[src/rtl/muldiv_unit.sv]
// muldiv_unit: iterative RV32M/RV64M multiply/divide beside the EX-stage ALU.
// Shift-add multiply and restoring divide, one bit per cycle, with early-outs.
module muldiv_unit #(
   parameter int XLEN = 32
) (
   input  logic            clk_i,
   input  logic            rst_i,
   input  logic            start_i,
   input  logic [2:0]      funct3_i,
   input  logic [XLEN-1:0] srcA_i,
   input  logic [XLEN-1:0] srcB_i,
   input  logic            flush_i,
   output logic            busy_o,
   output logic            done_o,
   output logic [XLEN-1:0] result_o
);

   localparam int CW = $clog2(XLEN);

   localparam logic [1:0] ST_IDLE = 2'd0;
   localparam logic [1:0] ST_CALC = 2'd1;
   localparam logic [1:0] ST_DONE = 2'd2;

   localparam logic [2:0] F_MUL    = 3'b000;
   localparam logic [2:0] F_MULH   = 3'b001;
   localparam logic [2:0] F_MULHSU = 3'b010;
   localparam logic [2:0] F_MULHU  = 3'b011;
   localparam logic [2:0] F_DIV    = 3'b100;
   localparam logic [2:0] F_DIVU   = 3'b101;
   localparam logic [2:0] F_REM    = 3'b110;
   localparam logic [2:0] F_REMU   = 3'b111;

   localparam logic [CW-1:0]   CNT_LAST = CW'(XLEN - 1);
   localparam logic [XLEN-1:0] MIN_INT  = {1'b1, {(XLEN-1){1'b0}}};

   logic [1:0]        state_q, state_d;
   logic [CW-1:0]     cnt_q, cnt_d;
   logic [2*XLEN-1:0] prod_q, prod_d;
   logic [XLEN-1:0]   b_q, b_d;
   logic [2:0]        op_q, op_d;
   logic              neg_q, neg_d;
   logic [XLEN-1:0]   result_q, result_d;

   logic              a_sgn, b_sgn;
   logic              is_div, is_rem;
   logic              a_neg, b_neg;
   logic              b_zero, ovf, early;
   logic [XLEN-1:0]   a_mag, b_mag;
   logic [XLEN-1:0]   early_res;

   // Operand decode at accept time
   always_comb begin
      a_sgn = 1'b0;
      b_sgn = 1'b0;
      unique case (funct3_i)
         F_MULH: begin
            a_sgn = 1'b1;
            b_sgn = 1'b1;
         end
         F_MULHSU: a_sgn = 1'b1;
         F_DIV, F_REM: begin
            a_sgn = 1'b1;
            b_sgn = 1'b1;
         end
         default: ;
      endcase
   end

   assign is_div = funct3_i[2];
   assign is_rem = funct3_i[2] & funct3_i[1];
   assign a_neg  = a_sgn & srcA_i[XLEN-1];
   assign b_neg  = b_sgn & srcB_i[XLEN-1];
   assign a_mag  = a_neg ? (~srcA_i + 1'b1) : srcA_i;
   assign b_mag  = b_neg ? (~srcB_i + 1'b1) : srcB_i;
   assign b_zero = (srcB_i == '0);
   assign ovf    = is_div & a_sgn & (srcA_i == MIN_INT) & (&srcB_i);
   assign early  = is_div & (b_zero | ovf);

   always_comb begin
      if (b_zero) begin
         early_res = is_rem ? srcA_i : '1;
      end else begin
         early_res = is_rem ? '0 : MIN_INT;
      end
   end

   logic [XLEN:0]     mul_sum;
   logic [XLEN:0]     rem_sh;
   logic              div_ge;
   logic [XLEN-1:0]   div_diff;
   logic [2*XLEN-1:0] step;
   logic [2*XLEN-1:0] step_s;
   logic [XLEN-1:0]   rem_u;
   logic [XLEN-1:0]   rem_s;
   logic [XLEN-1:0]   fin_res;

   // Multiply: {acc, multiplier} shifts right. Divide: {rem, dividend} shifts left.
   assign mul_sum  = {1'b0, prod_q[2*XLEN-1:XLEN]}
                   + (prod_q[0] ? {1'b0, b_q} : '0);
   assign rem_sh   = {prod_q[2*XLEN-1:XLEN], prod_q[XLEN-1]};
   assign div_ge   = (rem_sh >= {1'b0, b_q});
   assign div_diff = rem_sh[XLEN-1:0] - b_q;

   always_comb begin
      if (op_q[2]) begin
         step = {(div_ge ? div_diff : rem_sh[XLEN-1:0]),
                 prod_q[XLEN-2:0], div_ge};
      end else begin
         step = {mul_sum, prod_q[XLEN-1:1]};
      end
   end

   assign step_s = neg_q ? (~step + 1'b1) : step;
   assign rem_u  = step[2*XLEN-1:XLEN];
   assign rem_s  = neg_q ? (~rem_u + 1'b1) : rem_u;

   always_comb begin
      fin_res = step_s[XLEN-1:0];
      unique case (op_q)
         F_MUL:                     fin_res = step_s[XLEN-1:0];
         F_MULH, F_MULHSU, F_MULHU: fin_res = step_s[2*XLEN-1:XLEN];
         F_DIV, F_DIVU:             fin_res = step_s[XLEN-1:0];
         F_REM, F_REMU:             fin_res = rem_s;
         default: ;
      endcase
   end

   always_comb begin
      state_d  = state_q;
      cnt_d    = cnt_q;
      prod_d   = prod_q;
      b_d      = b_q;
      op_d     = op_q;
      neg_d    = neg_q;
      result_d = result_q;
      if (flush_i) begin
         state_d = ST_IDLE;
      end else begin
         case (state_q)
            ST_IDLE: begin
               if (start_i) begin
                  op_d   = funct3_i;
                  neg_d  = is_rem ? a_neg : (a_neg ^ b_neg);
                  cnt_d  = '0;
                  prod_d = {{XLEN{1'b0}}, a_mag};
                  b_d    = b_mag;
                  if (early) begin
                     state_d  = ST_DONE;
                     result_d = early_res;
                  end else begin
                     state_d = ST_CALC;
                  end
               end
            end
            ST_CALC: begin
               prod_d = step;
               cnt_d  = cnt_q + 1'b1;
               if (cnt_q == CNT_LAST) begin
                  state_d  = ST_DONE;
                  result_d = fin_res;
               end
            end
            ST_DONE: state_d = ST_IDLE;
            default: state_d = ST_IDLE;
         endcase
      end
   end

   always_ff @(posedge clk_i) begin
      if (rst_i) begin
         state_q  <= ST_IDLE;
         cnt_q    <= '0;
         prod_q   <= '0;
         b_q      <= '0;
         op_q     <= '0;
         neg_q    <= 1'b0;
         result_q <= '0;
      end else begin
         state_q  <= state_d;
         cnt_q    <= cnt_d;
         prod_q   <= prod_d;
         b_q      <= b_d;
         op_q     <= op_d;
         neg_q    <= neg_d;
         result_q <= result_d;
      end
   end

   assign busy_o   = (state_q != ST_IDLE);
   assign done_o   = (state_q == ST_DONE);
   assign result_o = result_q;

endmodule
[config.mk]
export PLATFORM = sky130hd
export DESIGN_NAME = muldiv_unit
export DESIGN_NICKNAME = d
export VERILOG_FILES = /design/src/rtl/muldiv_unit.sv
export SDC_FILE = /design/constraint.sdc
export NUM_CORES = 1
export LEC_CHECK = 0
export ABC_CLOCK_PERIOD_IN_PS = 6700
export BUFFER_PORTS_ARGS = -buffer_cell sky130_fd_sc_hd__buf_2
export CAP_MARGIN = 20
export CORE_MARGIN = 4
export CORE_UTILIZATION = 58
export CTS_BUF_LIST = sky130_fd_sc_hd__clkbuf_4
export CTS_CLUSTER_DIAMETER = 120
export DETAILED_ROUTE_END_ITERATION = 12
export PLACE_DENSITY = 0.73
export SYNTH_ARGS = -nofsm -noshare
export SYNTH_HDL_FRONTEND = slang
export SYNTH_SLANG_ARGS = --single-unit
[constraint.sdc]
create_clock -name clk_i -period 6.7 [get_ports clk_i]
set_clock_uncertainty 0.2 [all_clocks]
set_input_delay 0.67 -clock clk_i [delete_from_list [all_inputs] [get_ports clk_i]]
set_output_delay 0.67 -clock clk_i [all_outputs]
set_load 0.03 [all_outputs]
* Word-level counts from Yosys, hierarchy flattened
Index checks and enable logic that the tools add are counted.
Cells by class: add/subtract/negate cells 7, magnitude comparators 1, equal/unequal tests 18, mux-type cells 26, bitwise logic cells 14, reductions and logical operators 16
Operator list (count):
- $mux 32 | 11
- $mux 64 | 3
- $pmux 64 s2 | 1
- $add 32x1->32 const B | 3
- $not 32->32 | 3
- $pmux 32 s3 | 1
- $add 64x1->64 const B | 1
- $not 64->64 | 1
- $pmux 32 s2 | 1
- $add 32x32->33 | 1
- $ge 33x32->1 | 1
- $eq 32x32->1 const B | 1
- $logic_not 32->1 | 1
- $reduce_and 32->1 | 1
- $sub 32x32->32 | 1
- $eq 3x3->1 const B | 6
- $pmux 5 s2 | 1
- $eq 3x2->1 const B | 3
- $reduce_or 3->1 | 3
- $and 1x1->1 | 7
- $eq 3x1->1 const B | 2
- $mux 2 | 3
- $ne 2x2->1 const B | 3
- $reduce_and 3->1 | 2
- 17 further kinds | 21
Storage, ports and cells: register bits after elaboration 139, input port bits 71, output and inout bits 34, word-level logic and storage cells 89

* Logic depth before layout (Yosys ltp)
depth after elaboration 11, gate-level depth with buffers 24, mapped depth without buffers 20

* Worst setup path after synthesis
Ideal clock, no wire load.
path kind register to register, start point register b_q[20], end point register result_q[18], in the netlist result_o[18], library setup time 0.131 ns, arrival 4.830 ns, required time 6.369 ns, setup slack 1.539 ns, stages on the path, launching flop included 22, path through dfxtp_1 inv_1 ha_1 a21oi_1 o21ai_0 a21oi_1 o221a_2 buf_2 buf_1 a31o_2 ha_1 o211ai_1 or3_1 clkbuf_1 or3_1 clkbuf_1 or2_1 o31ai_1 nand2_1 xor2_1 a221oi_1 o31ai_1
Between the ends: longest elaborated chain between the ends 9
Ends and longest elaborated chain:
- start: declaration | line 39 | logic [XLEN-1:0] b_q, b_d;
- start signal: assignment | line 174 | b_q <= '0;
- start signal: assignment | line 182 | b_q <= b_d;
- $ge 33x32->1 (*) | line 101 | assign div_ge = (rem_sh >= {1'b0, b_q});
- $mux 32 | line 106 | step = {(div_ge ? div_diff : rem_sh[XLEN-1:0]),
- $mux 64 (*) | line 105 | if (op_q[2]) begin
- $not 64->64 / $not 32->32 (equally long branches) | line 113, 115
- $add 64x1->64 / $add 32x1->32 (equally long branches) | line 113, 115
- $mux 64 / $mux 32 (equally long branches) | line 113, 115
- $pmux 32 s3 (*) | line 119 | unique case (op_q)
- $mux 32 (*) | line 158 | if (cnt_q == CNT_LAST) begin
- $pmux 32 s2 (*) | line 139 | case (state_q)
- end signal: assignment | line 185 | result_q <= result_d;
- end: declaration | line 42 | logic [XLEN-1:0] result_q, result_d;
Mark *: on every way between the ends. The rest lies on a longest branch, timed or not. The select of a mux whose other input is x is not followed. A chain may end at the register's enable or synchronous reset.

* Worst setup path in the final report
start point register b_q[16], end point register result_q[30], in the netlist result_o[30]
Between the ends: longest elaborated chain between the ends 9
Ends and longest elaborated chain:
- $mux 32, or another cell as far along | line 99 | + (prod_q[0] ? {1'b0, b_q} : '0);
- $add 32x32->33 / $mux 32 (equally long branches) | line 99, 106
- $mux 64 (*) | line 105
- $not 64->64 / $not 32->32 (equally long branches) | line 113, 115
- $add 64x1->64 / $add 32x1->32 (equally long branches) | line 113, 115
- $mux 64 / $mux 32 (equally long branches) | line 113, 115
- $pmux 32 s3 (*) | line 119
- $mux 32 (*) | line 158
- $pmux 32 s2 (*) | line 139
Marks and branches as above.

==> results.json <==
{
  "status": "finished, final reports clean",
  "grt_first_pass_wirelength_mm": 84.66,
  "synth_edf_count": 0,
  "fin_crit_ns": 6.150,
  "cts_num_sinks": 139,
  "slew_headroom_pct": 29.83,
  "syn2layout_area_growth_pct": 6.793,
  "min-delay-start": "flush_i",
  "postCtsSetupBuffers": 0,
  "overflow": 0,
  "wl_per_cell_um": 23.33,
  "num-fill-cells": 2336,
  "p_per_area_mw_per_mm2": 154.6,
  "drc": 0,
  "first_iter_violations": 2362,
  "grt_pass1_vias": 14381,
  "die_width_um": 165.3,
  "fin_nets": 2201,
  "synthTopCellsByArea": "dfxtp_1, nor2_1, ha_1, a21oi_1, xnor2_1",
  "fin_ws_ns": 0.5501,
  "cp.arrival_ns": 6.40,
  "yosys_warnings": 0,
  "vdd_drop_max_mv": 0.1147,
  "holdPathEnd": "state_q[0]",
  "ys_ff_latch": 139,
  "endpoint_kind": "register",
  "rsz0062_at_grt": "no",
  "cp_data_required_time_ns": 6.95,
  "detailedPlace.worstSlack_ns": 0.8530,
  "cts_root_buf": "clkbuf_4",
  "io_pins": 105,
  "async_reset_ff_share_pct": 0,
  "finalCritPeriodShare_pct": 91.79,
  "seq_area_frac_synth_pct": 19.39,
  "reg2reg_to": "result_o[30]",
  "cts_resized": 0,
  "r2r_slack_ns": 0.55,
  "core_area_mm2": 0.02432,
  "post-route-util_pct": 63.00,
  "syn-num-nets": 2175,
  "dieArea_mm2": 0.02732,
  "start_util_pct": 59.00,
  "critPathKind": "reg2reg",
  "fin_tns_setup_ns": 0,
  "yosys.cell_types.count": 89,
  "yosysTopAreaCellShare_pct": 19.39,
  "synthesis.area_mm2": 0.01435,
  "cts_tree": "done",
  "hpwl_mm": 41.83,
  "clock_latency_ns": 0.60,
  "place_area_mm2": 0.01504,
  "wl_mm": 55.87,
  "total_leakage_power_nw": 5.963,
  "r2r_start": "b_q[16]",
  "max-cap-violations": 0,
  "cts_buffer_depth": 2,
  "h-tree-depth": 4,
  "design_area_mm2": 0.01532,
  "setup_viol": 0,
  "gp_congestion": 1.041,
  "maxSlewViolCount": 0,
  "hold_path_class": "in2reg",
  "r2r_cells": 18,
  "hold-path-cell-count": 2,
  "rows": 57,
  "antenna_found_initial": 2,
  "syn_avg_cell_area_um2": 7.064,
  "crit_fanout": 10,
  "clk_pin_slew_ns": 0.17,
  "max_clock_freq_mhz": 162.6,
  "ant_nets": 0,
  "cts_hold_buf": 0,
  "die_h_um": 165.3,
  "yosys_most_used_dff": "dfxtp_1",
  "vias": 16364,
  "cp-start-kind": "register",
  "firstDrtPassIters": 7,
  "final_hold_viol_count": 0,
  "io_buffers": 104,
  "cp-startpoint": "b_q[16]",
  "grt_use_total_pct": 39.81,
  "yosys.area.top_type": "dfxtp_1",
  "drt-vias-per-instance": 6.833,
  "finalPower_mw": 2.369,
  "tightestPinTransition_ns": 1.053,
  "grt_max_degree": 74,
  "drive_above_1_share_pct": 11.16,
  "syn_inst": 2031,
  "cts_made_buffers": 17
}
## cell families after synthesis
group                      share of synthesized area (%)
AOI/OAI and AO/OA                                  30.62
xor gates and xnor gates                           9.584
adders and majority gates                          6.471
buffers and inverters                              5.485
DFF                                                19.39
muxes                                              3.619
and+or+nand+nor                                    24.83
## layer usage
metal  GRT usage (%)  share of wire, %  vias to the layer above
met4           10.28               3.0                        2
met5               0             0.023                        -
met3           11.99                14                      124
met2           55.22                40                     1106
met1           59.38                43                     7621
li1                -                 -                     7511
## layout make-up
class                   instances  area (um^2)  area share [%]
inverters                      71        266.5           1.739
repair buffers                137        770.7           5.030
well taps                     324        405.4           2.646
clock inverters                15        151.4          0.9881
multi-input cells            1691        10810           70.55
flip-flops and latches        139         2788           18.19
clock buffers                  17        127.6          0.8329
diodes                          1        2.502         0.01633
## placed cells by master, fill, tap and decap left out, drive strengths merged, types with 19 or more instances in the layout
cell and count:
nor2 249, nand2 180, a21oi 162, o21ai 140, dfxtp 139, buf 137, xnor2 92, inv 80
ha 71, xor2 65, a211oi 62, nor3 59, nand3 54, and2 46, o211ai 43, o31ai 37
mux2i 35, nand4 30, a22oi 29, a21o 26, a31oi 26, or3 19
## how the worst max path moves through the flow
stage / endpoint / slack [ns]
detailed placement: result_o[30] / 0.85
CTS: result_o[30] / 0.80
global placement: result_o[30] / 0.94
floorplan: result_o[18] / 1.54
global route: result_o[30] / 0.36
finish: result_o[30] / 0.55
## synthesized netlist by cell type (35+ instances only)
| library cell | count |
|---|---|
| nor3_1 | 56 |
| and2_1 | 44 |
| nand3_1 | 54 |
| a211oi_1 | 61 |
| dfxtp_1 | 139 |
| nor2_1 | 249 |
| xnor2_1 | 92 |
| inv_1 | 71 |
| mux2i_1 | 35 |
| nand2_1 | 179 |
| o21ai_0 | 134 |
| o31ai_1 | 36 |
| clkbuf_1 | 100 |
| xor2_1 | 65 |
| ha_1 | 71 |
| o211ai_1 | 42 |
| a21oi_1 | 161 |
## power by group
group	internal [mW]	switching [mW]
Combinational	0.293	0.570
Sequential	0.857	0.0402
Clock	0.198	0.411
Total	1.35	1.02
## sequential cells by signal, indices dropped and copies added (netlist names)
signal    cells
prod_q       64
b_q          32
result_o     32
cnt_q         5
op_q          3
state_q       2
neg_q         1
## critical path: stages, from the launching register on
cell	delay, ns
dfxtp_1	0.47
inv_1	0.07
ha_1	0.38
a21oi_1	0.21
o21ai_0	0.20
a22oi_1	0.52
a21o_1	0.49
a31o_2	0.34
ha_1	0.25
o211ai_1	0.17
or3_1	0.45
or3_1	0.51
or2_1	0.35
nand2_1	0.13
nor2_1	0.18
o21a_1	0.33
o41ai_2	0.32
xor2_1	0.29
o22ai_1	0.15
## per-stage QoR
| step | hold WS, ns | std cells |
|---|---|---|
| final | 0.1368 | 2395 |
| after CTS | 0.1140 | 2394 |
| after global routing | 0.1183 | 2395 |
| after floorplan | 0.2403 | 2031 |
| after detailed placement | 0.2572 | 2362 |
| after global placement | 0.2548 | 2362 |
Power figures use the tool's default switching activity.
